<file path="src/rtl/lcd_power_sequencer.sv">
// rtl/lcd_power_sequencer.sv - LCD pixel PLL power-up, lock qualification, backlight PWM and teardown sequencer
module lcd_power_sequencer #(
  parameter int unsigned PLL_RESET_CYCLES = 16,
  parameter int unsigned LOCK_TIMEOUT     = 65536,
  parameter int unsigned SETTLE_CYCLES    = 4096,
  parameter int unsigned BL_DELAY         = 50000,
  parameter int unsigned MAX_RETRIES      = 3
) (
  input  logic       clk,
  input  logic       reset,
  input  logic       enable,
  input  logic       pll_locked,
  input  logic [7:0] backlight_level,
  input  logic       fault_clear,
  output logic       pll_rst,
  output logic       video_enable,
  output logic       lcd_disp,
  output logic       lcd_backlight,
  output logic [2:0] state,
  output logic       lock_lost
);

  typedef enum logic [2:0] {
    OFF       = 3'd0,
    PLL_RESET = 3'd1,
    WAIT_LOCK = 3'd2,
    SETTLE    = 3'd3,
    VIDEO_ON  = 3'd4,
    RUN       = 3'd5,
    SHUTDOWN  = 3'd6,
    FAULT     = 3'd7
  } state_t;

  localparam logic [19:0] LD_PLL_RESET = 20'(PLL_RESET_CYCLES);
  localparam logic [19:0] LD_LOCK      = 20'(LOCK_TIMEOUT);
  localparam logic [19:0] LD_SETTLE    = 20'(SETTLE_CYCLES);
  localparam logic [19:0] LD_BL        = 20'(BL_DELAY);
  localparam logic [2:0]  RETRY_LIMIT  = 3'(MAX_RETRIES);

  state_t      cur;
  state_t      nxt;
  logic [1:0]  lock_sync;
  logic        locked_s;
  logic [19:0] cnt;
  logic [19:0] cnt_load;
  logic        cnt_last;
  logic [2:0]  retries;
  logic [2:0]  retries_inc;
  logic        timeout;
  logic        set_lost;
  logic [7:0]  pwm_cnt;
  logic [7:0]  level_q;
  logic [7:0]  pwm_nxt;
  logic [7:0]  level_nxt;
  logic        pll_rst_d;
  logic        video_d;
  logic        disp_d;
  logic        bl_d;

  assign locked_s    = lock_sync[1];
  assign cnt_last    = (cnt == 20'd1);
  assign retries_inc = retries + 3'd1;
  assign state       = cur;
  // Outputs are computed from the values the PWM registers will hold next,
  // so the registered backlight matches (pwm_cnt < level_q) in the same cycle.
  assign pwm_nxt     = pwm_cnt + 8'd1;
  assign level_nxt   = (pwm_cnt == 8'hFF) ? backlight_level : level_q;

  // Two-flop synchroniser for the asynchronous lock indication
  always_ff @(posedge clk or posedge reset) begin
    if (reset) lock_sync <= 2'b00;
    else       lock_sync <= {lock_sync[0], pll_locked};
  end

  // State register and registered outputs
  always_ff @(posedge clk or posedge reset) begin
    if (reset) begin
      cur           <= OFF;
      pll_rst       <= 1'b1;
      video_enable  <= 1'b0;
      lcd_disp      <= 1'b0;
      lcd_backlight <= 1'b0;
    end else begin
      cur           <= nxt;
      pll_rst       <= pll_rst_d;
      video_enable  <= video_d;
      lcd_disp      <= disp_d;
      lcd_backlight <= bl_d;
    end
  end

  // Next-state decision; a low enable outranks any lock event in the same cycle
  always_comb begin
    nxt      = cur;
    timeout  = 1'b0;
    set_lost = 1'b0;
    case (cur)
      OFF:       if (enable) nxt = PLL_RESET;
      PLL_RESET: begin
        if (!enable)       nxt = OFF;
        else if (cnt_last) nxt = WAIT_LOCK;
      end
      WAIT_LOCK: begin
        if (!enable)       nxt = OFF;
        else if (locked_s) nxt = SETTLE;
        else if (cnt_last) begin
          timeout = 1'b1;
          nxt     = (retries_inc == RETRY_LIMIT) ? FAULT : PLL_RESET;
        end
      end
      SETTLE: begin
        if (!enable)        nxt = OFF;
        else if (!locked_s) nxt = PLL_RESET;
        else if (cnt_last)  nxt = VIDEO_ON;
      end
      VIDEO_ON, RUN: begin
        if (!enable) nxt = SHUTDOWN;
        else if (!locked_s) begin
          set_lost = 1'b1;
          nxt      = PLL_RESET;
        end else if (cur == VIDEO_ON && cnt_last) nxt = RUN;
      end
      SHUTDOWN: begin
        if (!locked_s) begin
          set_lost = 1'b1;
          nxt      = OFF;
        end else if (cnt_last) nxt = OFF;
      end
      FAULT:     if (fault_clear) nxt = OFF;
      default:   nxt = OFF;
    endcase
  end

  // Output decode for the state being entered
  always_comb begin
    pll_rst_d = 1'b0;
    video_d   = 1'b0;
    disp_d    = 1'b0;
    bl_d      = 1'b0;
    case (nxt)
      OFF, PLL_RESET, FAULT: pll_rst_d = 1'b1;
      VIDEO_ON, SHUTDOWN: begin
        video_d = 1'b1;
        disp_d  = 1'b1;
      end
      RUN: begin
        video_d = 1'b1;
        disp_d  = 1'b1;
        bl_d    = (pwm_nxt < level_nxt);
      end
      default: ;
    endcase
  end

  // Dwell length of the state being entered
  always_comb begin
    cnt_load = 20'd0;
    case (nxt)
      PLL_RESET:          cnt_load = LD_PLL_RESET;
      WAIT_LOCK:          cnt_load = LD_LOCK;
      SETTLE:             cnt_load = LD_SETTLE;
      VIDEO_ON, SHUTDOWN: cnt_load = LD_BL;
      default:            cnt_load = 20'd0;
    endcase
  end

  // Dwell counter: loaded on every state change, exit taken when it reads 1
  always_ff @(posedge clk or posedge reset) begin
    if (reset)             cnt <= 20'd0;
    else if (nxt != cur)   cnt <= cnt_load;
    else if (cnt != 20'd0) cnt <= cnt - 20'd1;
  end

  // Lock-timeout retry count, forgotten once lock qualifies or the path returns to OFF
  always_ff @(posedge clk or posedge reset) begin
    if (reset)                                retries <= 3'd0;
    else if (nxt == OFF && cur != OFF)        retries <= 3'd0;
    else if (cur == SETTLE && nxt == VIDEO_ON) retries <= 3'd0;
    else if (timeout)                         retries <= retries_inc;
  end

  // Sticky lock-loss flag; a set in the same cycle as a clear wins
  always_ff @(posedge clk or posedge reset) begin
    if (reset)            lock_lost <= 1'b0;
    else if (set_lost)    lock_lost <= 1'b1;
    else if (fault_clear) lock_lost <= 1'b0;
  end

  // Free-running PWM phase; duty is re-sampled only at the period boundary
  always_ff @(posedge clk or posedge reset) begin
    if (reset) begin
      pwm_cnt <= 8'd0;
      level_q <= 8'd0;
    end else begin
      pwm_cnt <= pwm_nxt;
      level_q <= level_nxt;
    end
  end

endmodule
</file>
<file path="config.mk">
export PLATFORM = sky130hd
export DESIGN_NAME = lcd_power_sequencer
export DESIGN_NICKNAME = d
export VERILOG_FILES = /design/src/rtl/lcd_power_sequencer.sv
export SDC_FILE = /design/constraint.sdc
export NUM_CORES = 1
export LEC_CHECK = 0
export ABC_AREA = 1
export CAP_MARGIN = 20
export CORE_ASPECT_RATIO = 0.6
export CORE_MARGIN = 4
export CORE_UTILIZATION = 25
export DETAILED_ROUTE_END_ITERATION = 12
export PLACE_DENSITY = 0.4
export SLEW_MARGIN = 20
export SYNTH_ARGS = -nofsm -noshare
export SYNTH_HDL_FRONTEND = slang
export SYNTH_SLANG_ARGS = --single-unit
</file>
<file path="constraint.sdc">
create_clock -name clk -period 2.3 [get_ports clk]
set_input_delay 0.345 -clock clk [delete_from_list [all_inputs] [get_ports clk]]
set_output_delay 0.345 -clock clk [all_outputs]
set_load 0.02 [all_outputs]
</file>
# ---- Yosys cells after proc, flatten, opt, wreduce, memory -nomap -nowiden
# Index checks and enable logic that the tools add are counted.
dict set report totals {
  register_bits 48
  latch_bits 0
  ramBits 0
  romBits 0
  inputBits 13
  wordCells 82
  memories 0
}
dict set report classes {
  addsub 3
  multipliers 0
  n_div 0
  n_lt_le_gt_ge 1
  n_eq_ne 18
  shift 0
  muxes 36
  bitwise 0
  reduce_logical 14
}
# operator n
set ops {}
lappend ops {{17-bit one-hot mux with 4 select lines} 1}
lappend ops {{3-bit two-way mux} 19}
lappend ops {{20-bit two-way mux} 2}
lappend ops {{3-bit equality test, second input constant} 8}
lappend ops {{3-bit one-hot mux with 7 select lines} 1}
lappend ops {{20-bit by 1-bit equality test with 1-bit output, second input constant} 1}
lappend ops {{20-bit nonzero test} 1}
lappend ops {{20-bit by 1-bit subtractor with 20-bit output, second input constant} 1}
lappend ops {{3-bit by 2-bit equality test with 1-bit output, second input constant} 5}
lappend ops {{1-bit two-way mux} 11}
lappend ops {{8-bit by 1-bit adder with 8-bit output, second input constant} 1}
lappend ops {{8-bit equality test, second input constant} 1}
lappend ops {{8-bit < comparator} 1}
lappend ops {{8-bit two-way mux} 1}
lappend ops {{3-bit by 1-bit equality test with 1-bit output, second input constant} 2}
lappend ops {{3-bit logical NOT} 2}
lappend ops {{3-bit nonzero test} 2}
lappend ops {{3-bit OR reduction} 2}
lappend ops {{2-bit nonzero test} 2}
lappend ops {{2-bit OR reduction} 2}
lappend ops {{3-bit by 1-bit adder with 3-bit output, second input constant} 1}
lappend ops {{1-bit logical AND} 3}
lappend ops {{3-bit != test} 1}
lappend ops {{1-bit one-hot mux with 2 select lines} 1}

# ---- Depth between registers and ports, before layout
dict set report depth {
  word_depth 11
  ltp_mapped 16
  mapped_depth_nobuf 16
}

# ---- Worst setup path before layout
# OpenSTA, ideal clock, no wires.
dict set report synth_timing {
  kind {register to register}
  from {reg pwm_cnt[0]}
  to {reg lcd_backlight}
  setup_ns 0.077
  t_arrival_ns 2.031
  required_ns 2.223
  slack_ns 0.192
  stages_incl_launch_ff 11
  path_buffers 0
  period_less_slack_ns 2.108
  cell_sequence {dfrtp_1 ha_1 and3_1 nand4_1 nor2_1 inv_1 o21ai_0 ha_1 a21oi_1 o2111ai_1 a21oi_1}
}
dict set report synth_via {
  elab_chain_len 4
  word_cells_on_any_way 5
  cone_classes {1 x add/sub; 1 x order compare; 1 x eq/ne; 2 x mux}
}
# element line_no
set synth_rtl {}
lappend synth_rtl {{start, declared} 51} ;# logic [7:0] pwm_cnt;
lappend synth_rtl {{start signal, assigned} 195} ;# pwm_cnt <= pwm_nxt;
lappend synth_rtl {{parallel branches: the longest is 2 deep, another holds 8-bit by 1-bit adder with 8-bit output} -}
lappend synth_rtl {{8-bit < comparator *} 149} ;# bl_d = (pwm_nxt < level_nxt);
lappend synth_rtl {{1-bit two-way mux *} 140} ;# case (nxt)
lappend synth_rtl {{named net bl_d} 58} ;# logic bl_d;
lappend synth_rtl {{end signal, assigned} 88} ;# lcd_backlight <= bl_d;
lappend synth_rtl {{end, declared} 18} ;# output logic lcd_backlight,
# Mark *: on every way through the listed nets, which the timed path passes.
# A chain may end at the register's enable or synchronous reset.

# ---- Final worst setup path
dict set report layout_timing {
  from {reg cnt[8]}
  to {reg cnt[4]}
}
dict set report layout_via {
  elab_chain_len 10
  word_cells_on_any_way 27
  cone_classes {7 x eq/ne; 16 x mux; 4 x reduce/logical}
}
# element line_no
set layout_rtl {}
lappend layout_rtl {{start, declared} 44} ;# logic [19:0] cnt;
lappend layout_rtl {{start signal, assigned} 170} ;# else if (nxt != cur) cnt <= cnt_load;
lappend layout_rtl {{start signal, assigned} 171} ;# else if (cnt != 20'd0) cnt <= cnt - 20'd1;
lappend layout_rtl {{20-bit by 1-bit equality test with 1-bit output} 61} ;# assign cnt_last = (cnt == 20'd1);
lappend layout_rtl {{1-bit logical AND} 121} ;# end else if (cur == VIDEO_ON && cnt_last) nxt = RUN;
lappend layout_rtl {{3-bit two-way mux} 121}
lappend layout_rtl {{3-bit two-way mux} 118} ;# else if (!locked_s) begin
lappend layout_rtl {{3-bit two-way mux} 117} ;# if (!enable) nxt = SHUTDOWN;
lappend layout_rtl {{3-bit one-hot mux with 7 select lines} 97} ;# case (cur)
lappend layout_rtl {{3-bit equality test} 158} ;# case (nxt)
lappend layout_rtl {{2-bit OR reduction} -}
lappend layout_rtl {{17-bit one-hot mux with 4 select lines} 158}
lappend layout_rtl {{20-bit two-way mux} 170}
# Parallel ways exist; a longest one is shown, timed or not.

==> impl_metrics.py <==
metrics = {
    "status": {
        "status": "finished clean",
    },
    "worst_setup_path": {
        "required_ns": 2.47,
        "worst-path-max-fanout": 7,
        "crit_slowest_cell": "dfrtp_1",
        "startpoint": "cnt[8]",
        "crit_type": "reg2reg",
        "path_buf_inv": 0,
        "r2r-end": "cnt[4]",
        "cp_slowest_stage_delay_ns": 0.42,
        "worst-path-stages": 12,
        "crit_end": "cnt[4]",
        "worst_setup_path_start_kind": "flip-flop",
        "r2r_cells": 12,
        "ff2ff_setup_slack_ns": 0.13,
        "crit_path_end_kind": "flip-flop",
        "critical-path-top-delay-family": "simple AND/OR/NAND/NOR gates",
        "rr_startpoint": "cnt[8]",
        "crit_arrival_ns": 2.33,
        "crit_chain": "nor2_2 -> nand2_2 -> nor2_4 -> nand3_4 -> nand2_1 -> nand2_1 -> a21oi_2 -> nand3_1 -> nand2_4 -> nand3_4 -> nor2_4 -> a21oi_1",
    },
    "route": {
        "drc": 0,
        "viasPerCell": 4.17,
        "routed-via-count": 2304,
        "antenna_left": 0,
        "post_drt_wl_per_cell_um": 13.1,
        "drt_iter0_drc": 126,
        "routed_wl_um": 7240,
        "drtPass1Iterations": 4,
    },
    "sta": {
        "worst_slew_pin_slew_ns": 0.369,
        "grt_setup_unrepaired": "yes",
        "finalSetupViolCount": 0,
        "fin_setup_tns_ns": 0,
        "finClkSkew_ns": 0.00443,
        "fin_crit_sh": 0.942,
        "worst_hold_slack_ns": 0.349,
        "slew-limit-headroom": 0.752,
        "max_freq_mhz": 462,
        "period_needed_ns": 2.17,
        "drv_slew": 0,
        "hold_viol": 0,
    },
    "clocking": {
        "htree_levels": 2,
        "cts_tree": "done",
        "cts_buffers": 5,
        "cts-root-buf": "clkbuf_16",
        "clkLatencyLatePin_ns": 0.29,
        "hold_buffers": 0,
        "clockBufferDepth": 2,
        "cts_sinks": 48,
        "clk_pin_slew_ns": 0.07,
    },
    "global_routing": {
        "grt_pass1_vias": 2271,
        "track_usage": 0.110,
        "overflow": 0,
        "grt_max_degree": 49,
        "grt_pass1_wl_um": 11800,
        "antenna_found_initial": 0,
    },
    "pwr": {
        "p_leak_nw": 1.85,
        "seq_power_share": 0.298,
        "power_density_nw_per_um2": 1030,
        "switchingPower_mw": 1.62,
        "internal_power_mw": 2.30,
        "power_frac_clock": 0.228,
        "power_mw": 3.92,
        "combPwrFrac": 0.474,
        "peakVddDrop_v": 0.000369,
        "switching_share": 0.413,
    },
    "placement": {
        "dp.cells": 543,
        "io_buffers": 20,
        "place.gp.congestion": 0.832,
        "dpl.hpwl_um": 5430,
    },
    "yosys": {
        "ys_warn_count": 0,
        "netlist_area_um2": 2900,
        "syn_nets": 365,
        "yosys_register_bits": 48,
        "ys_types": 39,
        "synth-seq-area-share": 0.415,
        "synth_area_per_cell_um2": 8.54,
        "synth_ff_type": "dfrtp_1",
        "synthArstFlopShare": 1.00,
        "synth-edff-count": 0,
        "synthCells": 339,
    },
    "cells_and_area": {
        "multi_input_area_um2": 1580,
        "fin_cells": 553,
        "n_fill_cell": 1175,
        "area_growth_pct": 30.8,
        "drive_gt1_frac": 0.300,
        "regArea_um2": 1210,
        "antenna_cells": 0,
        "nets": 418,
    },
    "floorplan": {
        "core_um2": 11300,
        "row_count": 30,
        "die_h_um": 91.4,
        "die-area_um2": 13400,
        "die_w_um": 147,
        "start_util": 0.256,
        "ios": 21,
    },
    "run": {
        "cap_violations": 0,
    },
    "hold_path": {
        "min_path_type": "reg2reg",
        "min_from": "lock_sync[0]",
    },
}
-- Yosys cell counts, drive strengths merged (2+ instances only) --
cell,count,area (um2)
nor4,3,25.0
xnor2,7,61.3
xor2,15,131
inv,51,191
o21ai,14,70.1
or2,9,56.3
a21oi,20,123
nand4,13,81.3
dfrtp,47,1180
nor2,47,245
ha,13,163
nand3b,2,15.0
nor3,8,67.6
nand2,58,253
nand3,21,133
buf,3,26.3
-- area by class of cell --
type	count	share of cell area
well taps	160	0.0529
clock inverters	1	0.00793
multi-input cells	238	0.418
inverters	51	0.0505
flip-flops and latches	48	0.318
repair buffers	48	0.112
clock buffers	7	0.0403
-- how the worst min path moves through the flow --
stage,depth (start not counted),slack [ns],end
after floorplan,0,0.33,lock_sync[1]
after global placement,0,0.34,lock_sync[1]
after detailed placement,0,0.33,lock_sync[1]
after CTS,0,0.35,lock_sync[1]
after global routing,0,0.36,lock_sync[1]
final,0,0.35,lock_sync[1]
-- metal layers --
layer	share of wire	global-route usage
met1	0.58	0.182
met2	0.37	0.140
met3	0.040	0.0249
met4	0.0064	0.0194
met5	0	0
-- cell usage in the layout, fill, tap and decap left out, drive strengths merged, types with 2 or more instances in the layout --
master	Yosys	routed
a21oi	20	20
buf	3	28
clkbuf	0	7
clkdlybuf4s50	0	20
dfrtp	47	47
ha	13	13
inv	51	51
nand2	58	58
nand3	21	22
nand3b	2	2
nand4	13	13
nor2	47	47
nor3	8	8
nor4	3	3
o21ai	14	14
or2	9	9
xnor2	7	7
xor2	15	15
-- state kept, by name (all words and copies together), names as in the netlist --
name	flops
pwm_cnt	8
level_q	8
cnt	20
retries	3
lock_lost	1
state	3
pll_rst	1
lcd_backlight	1
lock_sync	2
lcd_disp	1
-- worst register-to-register path, stage by stage (launching register included) --
cell     delay (ns)
dfrtp_1        0.42
nor2_2         0.16
nand2_2        0.07
nor2_4         0.24
nand3_4        0.15
nand2_1        0.09
nand2_1        0.06
a21oi_2        0.16
nand3_1        0.14
nand2_4        0.13
nand3_4        0.14
nor2_4         0.23
a21oi_1        0.07
-- logic make-up after synthesis --
group	count (synthesis)	synth area share
XOR/XNOR	22	0.0665
AND/OR/NAND/NOR	163	0.307
adder cells (fa/ha/maj)	13	0.0562
buffers and inverters	54	0.0752
AO/OA/AOI/OAI	39	0.0804
flip-flops	48	0.415
-- metrics by stage --
step	instance area [um2]	setup WS [ns]	util
6_report	3790	0.134	0.335
5_1_grt	3790	-0.0125	0.335
4_1_cts	3670	0.00476	0.325
3_5_place_dp	3490	0.0166	0.309
3_3_place_gp	3490	-0.0382	0.309
2_1_floorplan	2900	0.192	-
-- power by group through the flow --
stage	clock network (mW)	registers (mW)	logic, mW
final	0.894	1.17	1.86
after CTS	0.929	1.15	1.72
after floorplan	0	1.14	1.25
after global placement	0	1.17	1.71
after detailed placement	0	1.17	1.71
after global routing	0.960	1.19	2.07
-- what timing repair did --
item	CTS	global route
setup buffers	0	1
gates resized for setup	0	39
setup endpoints to repair	0	24
(Power assumes the default switching activity.)
